$ cat src/rtl/fetch_sequencer.sv
// Fetch controller: owns the fetch PC, prefetch FIFO toward decode,
// and shares the ROM address bus with a debug read port.
module fetch_sequencer #(
  parameter int ADDR_W = 16,
  parameter int DATA_W = 16,
  parameter int FIFO_DEPTH = 2,
  parameter logic [ADDR_W-1:0] RESET_PC = '0,
  parameter int DBG_MAXWAIT = 3
) (
  input  logic              clk,
  input  logic              rst_n,
  output logic [ADDR_W-1:0] rom_addr,
  input  logic [DATA_W-1:0] rom_data,
  output logic              instr_valid,
  input  logic              instr_ready,
  output logic [DATA_W-1:0] instr,
  output logic [ADDR_W-1:0] instr_pc,
  input  logic              redirect_valid,
  input  logic [ADDR_W-1:0] redirect_pc,
  input  logic              halt,
  input  logic              dbg_req,
  input  logic [ADDR_W-1:0] dbg_addr,
  output logic              dbg_ack,
  output logic [DATA_W-1:0] dbg_data
);

  localparam int PW = (FIFO_DEPTH > 1) ? $clog2(FIFO_DEPTH) : 1;
  localparam int CW = PW + 1;
  localparam int WW = $clog2(DBG_MAXWAIT + 1) > 0 ? $clog2(DBG_MAXWAIT + 1) : 1;

  typedef enum logic [1:0] {
    S_IDLE,
    S_FETCH,
    S_HALT
  } state_t;

  state_t            r_state;
  logic [ADDR_W-1:0] r_pc;
  logic [DATA_W-1:0] r_mem_d [FIFO_DEPTH];
  logic [ADDR_W-1:0] r_mem_a [FIFO_DEPTH];
  logic [PW-1:0]     r_rd;
  logic [PW-1:0]     r_wr;
  logic [CW-1:0]     r_cnt;
  logic [WW-1:0]     r_wait;
  logic              r_dbg_ack;
  logic [DATA_W-1:0] r_dbg_data;

  logic w_full;
  logic w_pop;
  logic w_idle;
  logic w_grant;
  logic w_fire;

  assign instr_valid = (r_cnt != '0);
  assign instr       = r_mem_d[r_rd];
  assign instr_pc    = r_mem_a[r_rd];
  assign dbg_ack     = r_dbg_ack;
  assign dbg_data    = r_dbg_data;

  assign w_full  = (r_cnt == CW'(FIFO_DEPTH));
  assign w_pop   = instr_valid & instr_ready;
  assign w_idle  = (r_state != S_FETCH) | halt | (w_full & ~w_pop);
  // Gated by rst_n so the bus shows RESET_PC throughout reset
  assign w_grant = rst_n & dbg_req & ~r_dbg_ack &
                   (w_idle | (r_wait == WW'(DBG_MAXWAIT)));
  assign w_fire  = (r_state == S_FETCH) & ~halt & ~redirect_valid &
                   ~w_grant & (~w_full | w_pop);

  assign rom_addr = w_grant ? dbg_addr : r_pc;

  always_ff @(posedge clk or negedge rst_n) begin
    if (!rst_n) begin
      r_state <= S_IDLE;
    end else begin
      unique case (r_state)
        S_IDLE:  r_state <= halt ? S_HALT : S_FETCH;
        S_FETCH: if (halt) r_state <= S_HALT;
        S_HALT:  if (!halt) r_state <= S_FETCH;
        default: r_state <= S_IDLE;
      endcase
    end
  end

  always_ff @(posedge clk or negedge rst_n) begin
    if (!rst_n) begin
      r_pc  <= RESET_PC;
      r_rd  <= '0;
      r_wr  <= '0;
      r_cnt <= '0;
      for (int i = 0; i < FIFO_DEPTH; i++) begin
        r_mem_d[i] <= '0;
        r_mem_a[i] <= '0;
      end
    end else if (redirect_valid) begin
      r_pc  <= redirect_pc & ~ADDR_W'(1);
      r_rd  <= '0;
      r_wr  <= '0;
      r_cnt <= '0;
    end else begin
      if (w_fire) begin
        r_mem_d[r_wr] <= rom_data;
        r_mem_a[r_wr] <= r_pc;
        r_wr          <= r_wr + PW'(1);
        r_pc          <= r_pc + ADDR_W'(2);
      end
      if (w_pop) r_rd <= r_rd + PW'(1);
      r_cnt <= r_cnt + CW'(w_fire) - CW'(w_pop);
    end
  end

  always_ff @(posedge clk or negedge rst_n) begin
    if (!rst_n) begin
      r_wait     <= '0;
      r_dbg_ack  <= 1'b0;
      r_dbg_data <= '0;
    end else begin
      r_dbg_ack <= w_grant;
      if (w_grant) begin
        r_dbg_data <= rom_data;
        r_wait     <= '0;
      end else if (dbg_req && !r_dbg_ack &&
                   r_wait != WW'(DBG_MAXWAIT)) begin
        r_wait <= r_wait + WW'(1);
      end
    end
  end

endmodule

$ cat config.mk
export PLATFORM = sky130hd
export DESIGN_NAME = fetch_sequencer
export DESIGN_NICKNAME = d
export VERILOG_FILES = /design/src/rtl/fetch_sequencer.sv
export SDC_FILE = /design/constraint.sdc
export NUM_CORES = 1
export LEC_CHECK = 0
export CORE_MARGIN = 3
export CORE_UTILIZATION = 25
export CTS_CLUSTER_DIAMETER = 150
export DETAILED_ROUTE_END_ITERATION = 8
export PLACE_DENSITY = 0.48
export SLEW_MARGIN = 20
export SYNTH_ARGS = -nofsm -noshare
export SYNTH_HDL_FRONTEND = slang
export SYNTH_SLANG_ARGS = --single-unit
$ cat constraint.sdc
create_clock -name clk -period 3.06 [get_ports clk]
set_input_delay 0.612 -clock clk [delete_from_list [all_inputs] [get_ports clk]]
set_output_delay 0.612 -clock clk [all_outputs]
set_load 0.01 [all_outputs]
==> out/qor.txt <==
run status: complete, no violations
clk buf depth: 2
via count: 3,382
highest routed layer: met4
Async SR Flop Fraction: 100%
initial antenna violation count: 0
Hold Buf Count CTS: 0
routability cong.: 0.727
unrepaired setup endpoints after global routing: false
CP bufs+invs: 4
hpwl dp: 9020 um
# diodes: 0
mean post-synth cell area: 13.6 um2
Max Slew Vio Count: 0
Core ar.: 19,600 um2
Synth warnings: 0
Via density: 4.42
gr ovfl total: 0
Setup crit end kind: output pin
fill count: 1,964
Post-synth EDFFs: 0
Tmin final: 3.01 ns
final count of hold timing violations: 0
H-tree levels: 3
DR pass1 iterations: 4
crit share post-route: 98.3%
global-route wire length before repair: 20,500 um
cells along the critical path: clkdlybuf4s50_1 > or3b_4 > nand2_4 > o21ai_4 > buf_4 > buf_6 > mux2_2 > clkdlybuf4s15_1
register area share after synthesis: 50.9%
Post-Syn Instances: 368
area of placed instances: 6500 um2
DRT antenna net count: 0
Top FF cell, synth: dfrtp_1
Slew headroom: 47.1%
CP top delay family: buffers and inverters
final hold slack: 0.434 ns
CTS tree: done
fmax: 332 MHz
Final setup viols: 0
Routed met3 length: 498 um
clock latency on the worst-skew pair: 0.35 ns
synth unique cells: 47
Ports: 120
port bufs: 117
Clock Sink Count: 102
slowest stage cell, crit path: clkdlybuf4s50_1
most frequent cells in the layout: 102 x dfrtp_1, 99 x clkdlybuf4s50_1, 94 x mux2_2, 30 x mux2_4, 17 x buf_4
CP startpoint kind: primary input
peak supply drop: 348 uV
Finished Cell Area: 6780 um2
PD cells: 747 nW/um2
Max stage delay on crit path: 0.43 ns
syn nets: 426
initial DRC count: 129
TritonCTS Buffers: 9
metal2 WL: 5920 um
Req. time, crit path: 2.45 ns
Die X: 148 um
Initial Util: 25.6%
Crit Path Class: in2out
commonest non-fill, non-tap cell in the layout: dfrtp_1
mapped cell area: 5020 um2
vias in the first global route: 3,647
WL final: 12,600 um
Rows: 51
Worst Path Arrival: 2.40 ns
die area: 21,800 um2
GRT Util Overall: 12.0%
Die Ht: 148 um
routed length per instance: 16.5 um
Layout Skew: 0.00866 ns
CTS root buf: clkbuf_16
routed length on met1: 6060 um
clock slew seen by the registers of the worst setup and hold paths: 0.08 ns
Hold Path Class: in2async
flops & latches, synth: 102
crit-path max FO: 5
Pleak: 0.00297 uW
# Max-Cap Violations: 0
final-stage net count: 553
largest net degree at the start of global routing: 61
P&R area growth vs syn: 35.2%
fraction of layout cells with a size suffix above 1: 36.8%
Residual DRC: 0
worst slew pin tran: 0.794 ns
-- path summary, 6_finish.rpt --
kind	end	slack, ns	from	cells past startpoint
worst min-delay path	r_mem_a[30]	0.43	rst_n	2
worst min register to register	r_state[0]	0.47	r_state[0]	1
min in group clk	r_state[0]	0.47	r_state[0]	1
worst max register to register	r_mem_d[3]	0.79	r_wait[0]	5
worst max-delay path	rom_addr[8]	0.05	instr_ready	8
max in group asynchronous	dbg_data[9]	1.40	rst_n	3
-- per-layer routing --
metal  track usage, %  vias up
met3             2.33       10
met1             16.6     1696
met4             3.77        0
met5                0        -
met2             19.1       84
li1                 -     1592
-- stage by stage --
stage          TNS [ns]  util [%]  cells  setup slack (ns)  total power (uW)
5_1_grt               0      34.6    765           0.00410              5390
2_1_floorplan         0         -    368             0.545              3010
4_1_cts               0      34.8    765           0.00866              5160
6_report              0      34.6    765            0.0507              5070
3_5_place_dp      -4.23      33.2    745            -0.313              4030
3_3_place_gp      -4.17      33.2    745            -0.314              3990
-- area by class of cell --
type	instances	area, um2	area share, %
inverter	5	18.8	0.277
timing repair buffer	138	1310	19.2
clock inverter	7	58.8	0.867
multi-input combinational	239	2290	33.8
tap	265	332	4.89
sequential	102	2550	37.6
clock buffer	9	225	3.32
-- sequential cells by signal, summed over array words and instances, names as in the netlist, 2 cells and up --
register  count
r_pc         15
dbg_data     16
r_mem_a      30
r_wait        2
r_mem_d      32
r_state       2
r_cnt         2
-- kinds of logic (layout without fill, tap and decap cells) --
group | Yosys count | count (layout) | share of synthesized area (%)
buf+inv | 27 | 159 | 3.82
fa+ha+maj | 4 | 4 | 0.998
simple gates | 70 | 70 | 8.51
other cells | 1 | 1 | 0.0748
compound gates | 32 | 32 | 4.22
mux | 125 | 125 | 30.3
xor+xnor | 7 | 7 | 1.22
flops | 102 | 102 | 50.9
-- what timing repair did --
item,CTS,global route
gates resized for setup,23,26
buffers inserted,4,0
setup endpoints to repair,16,15
pin swaps,2,1
-- where the power goes --
group	switching, uW	internal, uW
Sequential	223	1700
Combinational	750	1290
Clock	540	561
Total	1510	3550
-- cell usage after synthesis, drive strengths merged, types with 6 or more instances --
library cell	instances	share of area, %
a31oi	9	1.1
buf	17	3.1
dfrtp	102	51
mux2	124	30
nand2	14	1.0
nand3	7	0.80
nand4	7	1.3
nor2	15	1.1
o21ai	8	0.87
o31ai	6	0.90
or4	7	1.0
-- worst reg2reg max path, stage by stage (launching register included) --
cell	delay (ns)
dfrtp_1	0.40
ha_1	0.32
nand4b_1	0.35
nand3_2	0.19
nand3b_4	0.47
mux2_2	0.42
No activity file was read; power rests on OpenSTA's default activity.
